$ cat src/rtl/weight_loader_pkg.sv
// Shared types and sizing helpers for the byte-stream weight loader.
// Imported by the loader FSM and by its word assembler.
package weight_loader_pkg;

    localparam int BYTE_W = 8;

    typedef enum logic [1:0] {
        IDLE  = 2'd0,
        RECV  = 2'd1,
        WRITE = 2'd2,
        DONE  = 2'd3
    } state_t;

    function automatic int bytes_per_weight(input int weight_w);
        return weight_w / BYTE_W;
    endfunction

    // Index and counter fields are never narrower than one bit.
    function automatic int index_width(input int n);
        return (n <= 1) ? 1 : $clog2(n);
    endfunction

endpackage

$ cat src/rtl/q_word_assembler.sv
// Little-endian byte placement register: byte k of a word lands in bits [8k+7:8k].
// word_valid flags the byte that completes a word, with the full word on the same cycle.
module q_word_assembler
    import weight_loader_pkg::*;
#(
    parameter int WORD_W = 16
) (
    input  logic              clk,
    input  logic              rst_n,
    input  logic              clear,
    input  logic              byte_valid,
    input  logic [BYTE_W-1:0] byte_data,
    output logic              word_valid,
    output logic [WORD_W-1:0] word
);

    localparam int BPW   = bytes_per_weight(WORD_W);
    localparam int CNT_W = index_width(BPW);
    localparam logic [CNT_W-1:0] LAST_BYTE = CNT_W'(BPW - 1);

    logic [WORD_W-1:0] acc;
    logic [CNT_W-1:0]  count;

    // The incoming byte is merged into its slot so a completed word is usable immediately.
    always_comb begin
        word = acc;
        for (int k = 0; k < BPW; k++) begin
            if (count == CNT_W'(k)) begin
                word[k*BYTE_W +: BYTE_W] = byte_data;
            end
        end
    end

    assign word_valid = byte_valid && (count == LAST_BYTE);

    always_ff @(posedge clk or negedge rst_n) begin
        if (!rst_n) begin
            acc   <= '0;
            count <= '0;
        end else if (clear) begin
            acc   <= '0;
            count <= '0;
        end else if (byte_valid) begin
            acc   <= word;
            count <= (count == LAST_BYTE) ? '0 : count + 1'b1;
        end
    end

endmodule

$ cat src/rtl/weight_loader.sv
// Loads NUM_OUTPUTS little-endian Q-format weights from a valid/ready byte stream
// into a neuron, issuing one single-cycle one-hot write strobe per connection.
module weight_loader
    import weight_loader_pkg::*;
#(
    parameter  int FIXED_BITS      = 8,
    parameter  int FRACTIONAL_BITS = 8,
    parameter  int NUM_OUTPUTS     = 1,
    localparam int W               = FIXED_BITS + FRACTIONAL_BITS,
    localparam int IDX_W           = index_width(NUM_OUTPUTS)
) (
    input  logic                   clk,
    input  logic                   rst_n,
    input  logic                   start,
    input  logic                   abort,
    input  logic [BYTE_W-1:0]      in_data,
    input  logic                   in_valid,
    output logic                   in_ready,
    output logic [NUM_OUTPUTS-1:0] set_weight_en,
    output logic signed [W-1:0]    set_weight_val,
    output logic                   busy,
    output logic                   done,
    output logic [IDX_W-1:0]       weight_idx
);

    localparam logic [IDX_W-1:0] LAST_IDX = IDX_W'(NUM_OUTPUTS - 1);

    state_t          state;
    state_t          state_nxt;
    logic            accept;
    logic            asm_clear;
    logic            word_valid;
    logic [W-1:0]    word;

    // An abort on the last byte must not complete the word, so it gates acceptance.
    assign accept    = (state == RECV) && in_valid && !abort;
    assign asm_clear = abort || ((state == IDLE) && start);

    q_word_assembler #(
        .WORD_W(W)
    ) u_assembler (
        .clk        (clk),
        .rst_n      (rst_n),
        .clear      (asm_clear),
        .byte_valid (accept),
        .byte_data  (in_data),
        .word_valid (word_valid),
        .word       (word)
    );

    always_ff @(posedge clk or negedge rst_n) begin
        if (!rst_n) begin
            state <= IDLE;
        end else begin
            state <= state_nxt;
        end
    end

    always_comb begin
        state_nxt = state;
        if (abort) begin
            state_nxt = IDLE;
        end else begin
            case (state)
                IDLE:    if (start) state_nxt = RECV;
                RECV:    if (word_valid) state_nxt = WRITE;
                WRITE:   state_nxt = (weight_idx == LAST_IDX) ? DONE : RECV;
                DONE:    state_nxt = IDLE;
                default: state_nxt = IDLE;
            endcase
        end
    end

    // The value register deliberately survives the end of a load and aborts.
    always_ff @(posedge clk or negedge rst_n) begin
        if (!rst_n) begin
            weight_idx     <= '0;
            set_weight_val <= '0;
        end else begin
            if (!abort && (state == IDLE) && start) begin
                weight_idx <= '0;
            end else if (!abort && (state == WRITE) && (weight_idx != LAST_IDX)) begin
                weight_idx <= weight_idx + 1'b1;
            end
            if (word_valid) begin
                set_weight_val <= $signed(word);
            end
        end
    end

    always_comb begin
        in_ready      = (state == RECV);
        busy          = (state == RECV) || (state == WRITE);
        done          = (state == DONE);
        set_weight_en = '0;
        for (int i = 0; i < NUM_OUTPUTS; i++) begin
            if ((state == WRITE) && (weight_idx == IDX_W'(i))) begin
                set_weight_en[i] = 1'b1;
            end
        end
    end

endmodule

$ cat config.mk
export PLATFORM = sky130hd
export DESIGN_NAME = weight_loader
export DESIGN_NICKNAME = d
export VERILOG_FILES = /design/src/rtl/weight_loader_pkg.sv /design/src/rtl/q_word_assembler.sv /design/src/rtl/weight_loader.sv
export SDC_FILE = /design/constraint.sdc
export NUM_CORES = 1
export LEC_CHECK = 0
export BUFFER_PORTS_ARGS = -buffer_cell sky130_fd_sc_hd__buf_2
export CAP_MARGIN = 20
export CORE_MARGIN = 2
export CORE_UTILIZATION = 40
export DETAILED_ROUTE_END_ITERATION = 8
export GPL_ROUTABILITY_DRIVEN = 0
export PLACE_DENSITY_LB_ADDON = 0.12
export SYNTH_ARGS = -nofsm -noshare
export SYNTH_HDL_FRONTEND = slang
export SYNTH_HIERARCHICAL = 1
export SYNTH_SLANG_ARGS = --single-unit
$ cat constraint.sdc
create_clock -name clk -period 2.1 [get_ports clk]
set_input_delay 0.42 -clock clk [delete_from_list [all_inputs] [get_ports clk]]
set_output_delay 0.42 -clock clk [all_outputs]
set_load 0.05 [all_outputs]
==> summary.txt, run 1 <==
Critical path
  • CP required: 1.68 ns
  • Kind of critical path: register to output pin
  • Worst reg-to-reg path cell count: 7
  • Crit path capture type: output pin
  • Setup slack on the worst flop-to-flop path: 0.24 ns
  • Crit path launch type: register
  • CP arrival: 1.52 ns
  • Crit Path Max Fanout: 6

Synthesis
  • Top cell types by occurrence after synthesis: sky130_fd_sc_hd__dfrtp_1 (36), sky130_fd_sc_hd__mux2_2 (31), sky130_fd_sc_hd__nand2b_1 (26)
  • Syn Std Cell Area: 1850 µm²
  • Post-synthesis sequential element count: 36
  • Post-Syn Instances: 142
  • Post-synth EDFFs: 0
  • Most used DFF post-synth: sky130_fd_sc_hd__dfrtp_1
  • Asr flop ratio synth: 100%
  • Share of the synthesized area in the top cell type: 48.6%
  • Yosys warns: 6
  • Count of different cell masters after synthesis: 19
  • Sequential share of the synthesized area: 48.6%
  • Top cells by area, synth: sky130_fd_sc_hd__dfrtp_1 (49%), sky130_fd_sc_hd__mux2_2 (19%), sky130_fd_sc_hd__nand2b_1 (8.8%)
  • Cell type with the highest aggregate area in the netlist: sky130_fd_sc_hd__dfrtp_1
  • Syn Nets: 161
  • Library cell with the highest instance count after synthesis: sky130_fd_sc_hd__dfrtp_1
  • Avg Synthesized Cell Area: 13.0 µm²

Routing
  • Post-detailed-route DRC marker count: 0
  • DRT antenna net count: 0
  • Number of search-and-repair iterations in the first detailed-routing pass: 3
  • Detailed-route wire length per cell: 14.6 µm
  • Total vias in the final route: 1158
  • Sum of routed wire length over all layers: 3350 µm
  • Detailed Route Iter0 Violations: 55
  • Via density: 5.03

Global routing
  • First-pass GRT wire length: 5950 µm
  • Global router's overall resource usage: 14.7%
  • Antenna violations before repair: 0
  • Pin count of the biggest net entering global routing: 37
  • Total congestion overflow: 0
  • Vias in the first global route: 1254

Placement
  • Dpl ws: 0.251 ns
  • Dpl hpwl: 2260 µm
  • Placed insts: 223
  • # port buffers: 33

Clock tree
  • Latest clock arrival within the worst-skew pair: 0.28 ns
  • Number of buffers between clock root and the deepest sink: 2
  • Root buffer selected by CTS: sky130_fd_sc_hd__clkbuf_8
  • Sinks on the clock net: 36
  • H-Tree Level Count: 2
  • Post-CTS setup buffers: 0
  • Number of buffers created by CTS: 5
  • Hold buffers post-CTS: 0
  • Clock tree from TritonCTS: built
  • Clock-pin slew reported for the worst setup and hold paths after clock tree synthesis: 0.07 ns

Timing
  • Share of the clock period used by the worst path after layout: 92.2%
  • TNS Setup: 0 ns
  • Worst clock skew: 0.00587 ns
  • Headroom to the max-slew limit: 45.6%
  • Peak Freq: 0.516 GHz
  • Min setup slack post-route: 0.164 ns
  • Max-slew violation count: 0
  • Tightest Pin Transition: 0.816 ns
  • Count of endpoints failing setup in the final report: 0
  • Setup repair after global routing missed its margin: no
  • Number of hold violations in the final report: 0
  • Final Critical Period: 1.94 ns

Cells and area
  • Number of fill cells: 422
  • Layout cell share with drive strength beyond 1: 44.4%
  • Area used by multi-input combinational logic: 882 µm²
  • Layout Area Growth over Synthesis: 15.7%
  • Final std cells w/o fill: 230
  • Seq. cell area: 902 µm²
  • Number of inserted diodes: 0
  • Nets: 197

Power and ir drop
  • Psw: 766 µW
  • IR Drop Worst-Case VDD: 394 µV
  • Relative contribution of the clock network to total power: 23.2%
  • Share of power burned in registers: 40.3%
  • Share of total power consumed by net switching: 38.3%
  • Fraction of power consumed by combinational cells: 36.5%
  • Leakage component of the power: 0.00110 µW
  • Pwr Density: 931 nW/µm²
  • Internal power: 1230 µW
  • Final Total Pwr: 2000 µW

Floorplan
  • Total I/O pin count: 34
  • Die span in y: 72.1 µm
  • Initial Utilization: 42.0%
  • Core Rows: 24
  • Overall die area: 5190 µm²
  • Chip width: 72.1 µm
  • Total core area: 4410 µm²

Job
  • Max-cap violations: 0

Outcome
  • Outcome: complete, no violations

Min path
  • Type of the worst min-delay path: input pin to asynchronous set/reset pin
==> worst max-delay path: stages, from the launching register on <==
cell	delay (ns)
sky130_fd_sc_hd__dfrtp_2	0.46
sky130_fd_sc_hd__inv_1	0.13
sky130_fd_sc_hd__ha_1	0.22
sky130_fd_sc_hd__nor2b_1	0.20
sky130_fd_sc_hd__buf_4	0.22
==> cell usage in the layout (no fill, tap or decap) <==
cell type | netlist | layout
sky130_fd_sc_hd__a21o_1 | 1 | 1
sky130_fd_sc_hd__a21oi_1 | 3 | 3
sky130_fd_sc_hd__a311oi_1 | 2 | 2
sky130_fd_sc_hd__a31oi_1 | 1 | 1
sky130_fd_sc_hd__and2_4 | 1 | 1
sky130_fd_sc_hd__buf_12 | 0 | 1
sky130_fd_sc_hd__buf_2 | 0 | 32
sky130_fd_sc_hd__buf_4 | 0 | 4
sky130_fd_sc_hd__clkbuf_1 | 2 | 1
sky130_fd_sc_hd__clkbuf_8 | 0 | 5
sky130_fd_sc_hd__clkinv_2 | 0 | 1
sky130_fd_sc_hd__dfrtp_1 | 36 | 35
sky130_fd_sc_hd__dfrtp_2 | 0 | 1
sky130_fd_sc_hd__ha_1 | 6 | 5
sky130_fd_sc_hd__ha_4 | 0 | 1
sky130_fd_sc_hd__inv_1 | 2 | 2
sky130_fd_sc_hd__mux2_1 | 1 | 1
sky130_fd_sc_hd__mux2_2 | 31 | 31
sky130_fd_sc_hd__mux2i_1 | 16 | 16
sky130_fd_sc_hd__nand2_1 | 1 | 1
sky130_fd_sc_hd__nand2b_1 | 26 | 26
sky130_fd_sc_hd__nand2b_4 | 2 | 2
sky130_fd_sc_hd__nor2_1 | 3 | 3
sky130_fd_sc_hd__nor2b_1 | 1 | 1
sky130_fd_sc_hd__o21a_1 | 1 | 1
==> registers in the layout (all words and copies together), names as in the netlist <==
| signal | cells |
|---|---|
| u_assembler/count | 1 |
| state | 2 |
| set_weight_val | 16 |
| u_assembler/acc | 16 |
| weight_idx | 1 |
==> power by group through the flow <==
stage / clock network [µW] / registers (µW) / logic [µW]
2_1_floorplan: 0 / 916 / 498
3_3_place_gp: 0 / 813 / 721
3_5_place_dp: 0 / 816 / 728
4_1_cts: 492 / 804 / 730
5_1_grt: 518 / 818 / 786
6_report: 464 / 805 / 729
==> logic make-up (layout without fill, tap and decap cells) <==
| family | count (synthesis) | after routing | share of synthesized area (%) |
|---|---|---|---|
| flip-flops | 36 | 36 | 48.6 |
| AND/OR/NAND/NOR | 34 | 34 | 11.9 |
| AO/OA/AOI/OAI | 8 | 8 | 2.90 |
| adder cells (fa/ha/maj) | 6 | 6 | 4.05 |
| buffers and inverters | 10 | 46 | 4.46 |
| multiplexers | 48 | 48 | 28.1 |
==> routing by layer <==
metal,vias to the layer above,wire (µm),track usage (%)
met5,-,0,0
met4,0,44,5.03
met3,5,148,4.17
met2,22,1680,23.8
met1,574,1480,19.0
li1,557,-,-
==> what timing repair did <==
action / CTS / global route
endpoints found under the setup margin: 0 / 1
hold endpoints to repair: 0 / 0
gates resized for setup: 0 / 3
==> worst paths after layout <==
check	start	endpoint
hold / removal	rst_n	set_weight_val[0]
setup / recovery	state[0]	set_weight_en
min in group clk	abort	state[0]
setup reg to reg	state[1]	set_weight_val[9]
hold reg to reg	set_weight_val[1]	set_weight_val[1]
max in group asynchronous	rst_n	state[0]
==> cell type report <==
class | instances | area share, %
Tap cell | 52 | 3.03
Clock buffer | 6 | 3.38
Multi-Input combinational cell | 96 | 41.1
Clock inverter | 1 | 0.233
Inverter | 2 | 0.350
Sequential cell | 36 | 42.1
Timing Repair Buffer | 37 | 9.80
==> stage by stage <==
stage | utilization (%) | area [µm²] | hold slack (ns)
floorplan | - | 1870 | 0.124
global placement | 46.7 | 2060 | 0.467
detailed placement | 46.7 | 2060 | 0.474
CTS | 48.5 | 2140 | 0.248
global route | 48.6 | 2140 | 0.286
finish | 48.6 | 2140 | 0.233
No activity file was read; power rests on OpenSTA's default activity.
==> inputs of run 2 (changes only) <==
CORE_MARGIN = 4   (was 2)
==> run 2 against run 1 <==
- sequential power is 0.5% lower
- largest cell class unchanged
- flip-flop and latch count stayed put
- critical path type unchanged
- first-iteration DRC count is 56% lower
- total power is 1.0% higher
==> summary.txt, run 2 (synthesized netlist as in run 1, its figures left out) <==
Clock tree
  • H-Tree Level Count: 2
  • Number of buffers between clock root and the deepest sink: 2
  • Post-CTS setup buffers: 0
  • Hold buffers post-CTS: 0
  • Post-cts repair resize count: 0
  • Number of buffers created by CTS: 5
  • Sinks on the clock net: 36
  • Latest clock arrival within the worst-skew pair: 0.28 ns
  • Clock-pin slew reported for the worst setup and hold paths after clock tree synthesis: 0.07 ns
  • Clock tree from TritonCTS: built
  • Root buffer selected by CTS: sky130_fd_sc_hd__clkbuf_8

Floorplan
  • Total I/O pin count: 34
  • Total core area: 4410 µm²
  • Overall die area: 5790 µm²
  • Initial Utilization: 42.0%
  • Core Rows: 24
  • Die span in y: 76.1 µm
  • Chip width: 76.1 µm

Cells and area
  • Number of inserted diodes: 0
  • Layout cell share with drive strength beyond 1: 43.9%
  • Largest registers: set_weight_val x16, u_assembler/acc x16, state x2
  • Nets: 198
  • Number of fill cells: 397
  • Area used by multi-input combinational logic: 882 µm²
  • Most used cells in the layout excluding fill and tap cells: sky130_fd_sc_hd__dfrtp_1 (36), sky130_fd_sc_hd__buf_2 (33), sky130_fd_sc_hd__mux2_2 (31), sky130_fd_sc_hd__nand2b_1 (26), sky130_fd_sc_hd__mux2i_1 (16)
  • Most common library cell in the layout ignoring fill and taps: sky130_fd_sc_hd__dfrtp_1
  • Seq. cell area: 901 µm²
  • Final std cells w/o fill: 232
  • Layout Area Growth over Synthesis: 16.6%
  • Post-route cell area: 2160 µm²

Routing
  • Post-detailed-route DRC marker count: 0
  • Total vias in the final route: 1163
  • Via density: 5.01
  • Sum of routed wire length over all layers: 3300 µm
  • Number of search-and-repair iterations in the first detailed-routing pass: 4
  • Detailed Route Iter0 Violations: 24
  • DRT antenna net count: 0
  • Detailed-route wire length per cell: 14.2 µm

Outcome
  • Outcome: complete, no violations

Power and ir drop
  • Pwr Density: 934 nW/µm²
  • IR Drop Worst-Case VDD: 469 µV
  • Leakage component of the power: 0.00111 µW

Timing
  • Setup repair after global routing missed its margin: no
  • Peak Freq: 0.507 GHz
  • Min setup slack post-route: 0.126 ns
  • Tightest Pin Transition: 0.813 ns
  • Minimum hold slack: 0.233 ns
  • TNS Setup: 0 ns
  • Share of the clock period used by the worst path after layout: 94.0%
  • Max-slew violation count: 0
  • Number of hold violations in the final report: 0
  • Headroom to the max-slew limit: 45.8%
  • Final Critical Period: 1.97 ns
  • Worst clock skew: 0.00738 ns
  • Count of endpoints failing setup in the final report: 0

Global routing
  • Total congestion overflow: 0
  • Vias in the first global route: 1237
  • First-pass GRT wire length: 5800 µm
  • Antenna violations before repair: 0
  • Pin count of the biggest net entering global routing: 37
  • Global router's overall resource usage: 12.1%

Placement
  • Dpl ws: 0.219 ns
  • Dpl hpwl: 2350 µm
  • Post-placement cell area: 2070 µm²
  • Placed insts: 224
  • # port buffers: 33

Critical path
  • CP required: 1.68 ns
  • Largest stage delay on the critical path: 0.47 ns
  • Kind of critical path: register to output pin
  • CP Cell Sequence: inv_1, ha_1, nor2b_1, buf_2
  • Crit path capture type: output pin
  • Kind of cell adding the most delay to the critical path: flip-flops
  • CP arrival: 1.55 ns
  • Worst path buffer plus inverter count: 2
  • Crit Path Max Fanout: 6
  • Cell with the largest stage delay on the worst path: sky130_fd_sc_hd__dfrtp_1
  • Crit path launch type: register

Job
  • Max-cap violations: 0

Min path
  • Type of the worst min-delay path: input pin to asynchronous set/reset pin
[run 2: cell count changes in the layout (fill, tap and decap cells not counted)]
cell / previous run / this run
sky130_fd_sc_hd__clkbuf_1: 1 / 2
sky130_fd_sc_hd__dfrtp_2: 1 / 0
sky130_fd_sc_hd__dfrtp_1: 35 / 36
sky130_fd_sc_hd__clkbuf_8: 5 / 6
sky130_fd_sc_hd__buf_2: 32 / 33
sky130_fd_sc_hd__clkinv_2: 1 / 0
[run 2: worst reg2reg max path: cells and delay by family, from the launching register on]
family | cells | cell delay, ns
AO/OA/AOI/OAI | 2 | 0.35
adder cells (fa/ha/maj) | 1 | 0.16
buffers and inverters | 1 | 0.19
flip-flops | 1 | 0.42
AND/OR/NAND/NOR | 4 | 0.63
[run 2: path summary, 6_finish.rpt]
kind	to	cells past startpoint	startpoint	slack, ns
worst min register to register	set_weight_val[1]	1	set_weight_val[1]	0.48
worst max-delay path	set_weight_en	4	state[0]	0.13
max in group asynchronous	u_assembler/acc[15]	1	rst_n	1.36
worst min-delay path	u_assembler/acc[14]	1	rst_n	0.23
min in group clk	state[1]	2	abort	0.35
worst max register to register	state[0]	8	state[1]	0.25
[run 2: metal layers]
layer | wire [µm] | track usage [%]
met1 | 1450 | 15.2
met4 | 20 | 3.15
met3 | 138 | 3.55
met2 | 1690 | 20.2
met5 | 0 | 0
[run 2: final cells by class]
cell class	instances	area share, %
clock buffers	8	4.17
inverters	2	0.347
flip-flops and latches	36	41.7
repair buffers	38	9.96
multi-input cells	96	40.8
well taps	52	3.01
[run 2: stage by stage]
step | power [µW] | util (%)
global route | 2140 | 49.0
floorplan | 1410 | -
finish | 2020 | 49.0
CTS | 2050 | 49.0
global placement | 1530 | 46.9
detailed placement | 1550 | 46.9
[run 2: power breakdown]
group / switching [µW] / internal [µW]
Sequential: 49.9 / 751
Combinational: 475 / 249
Clock: 226 / 267
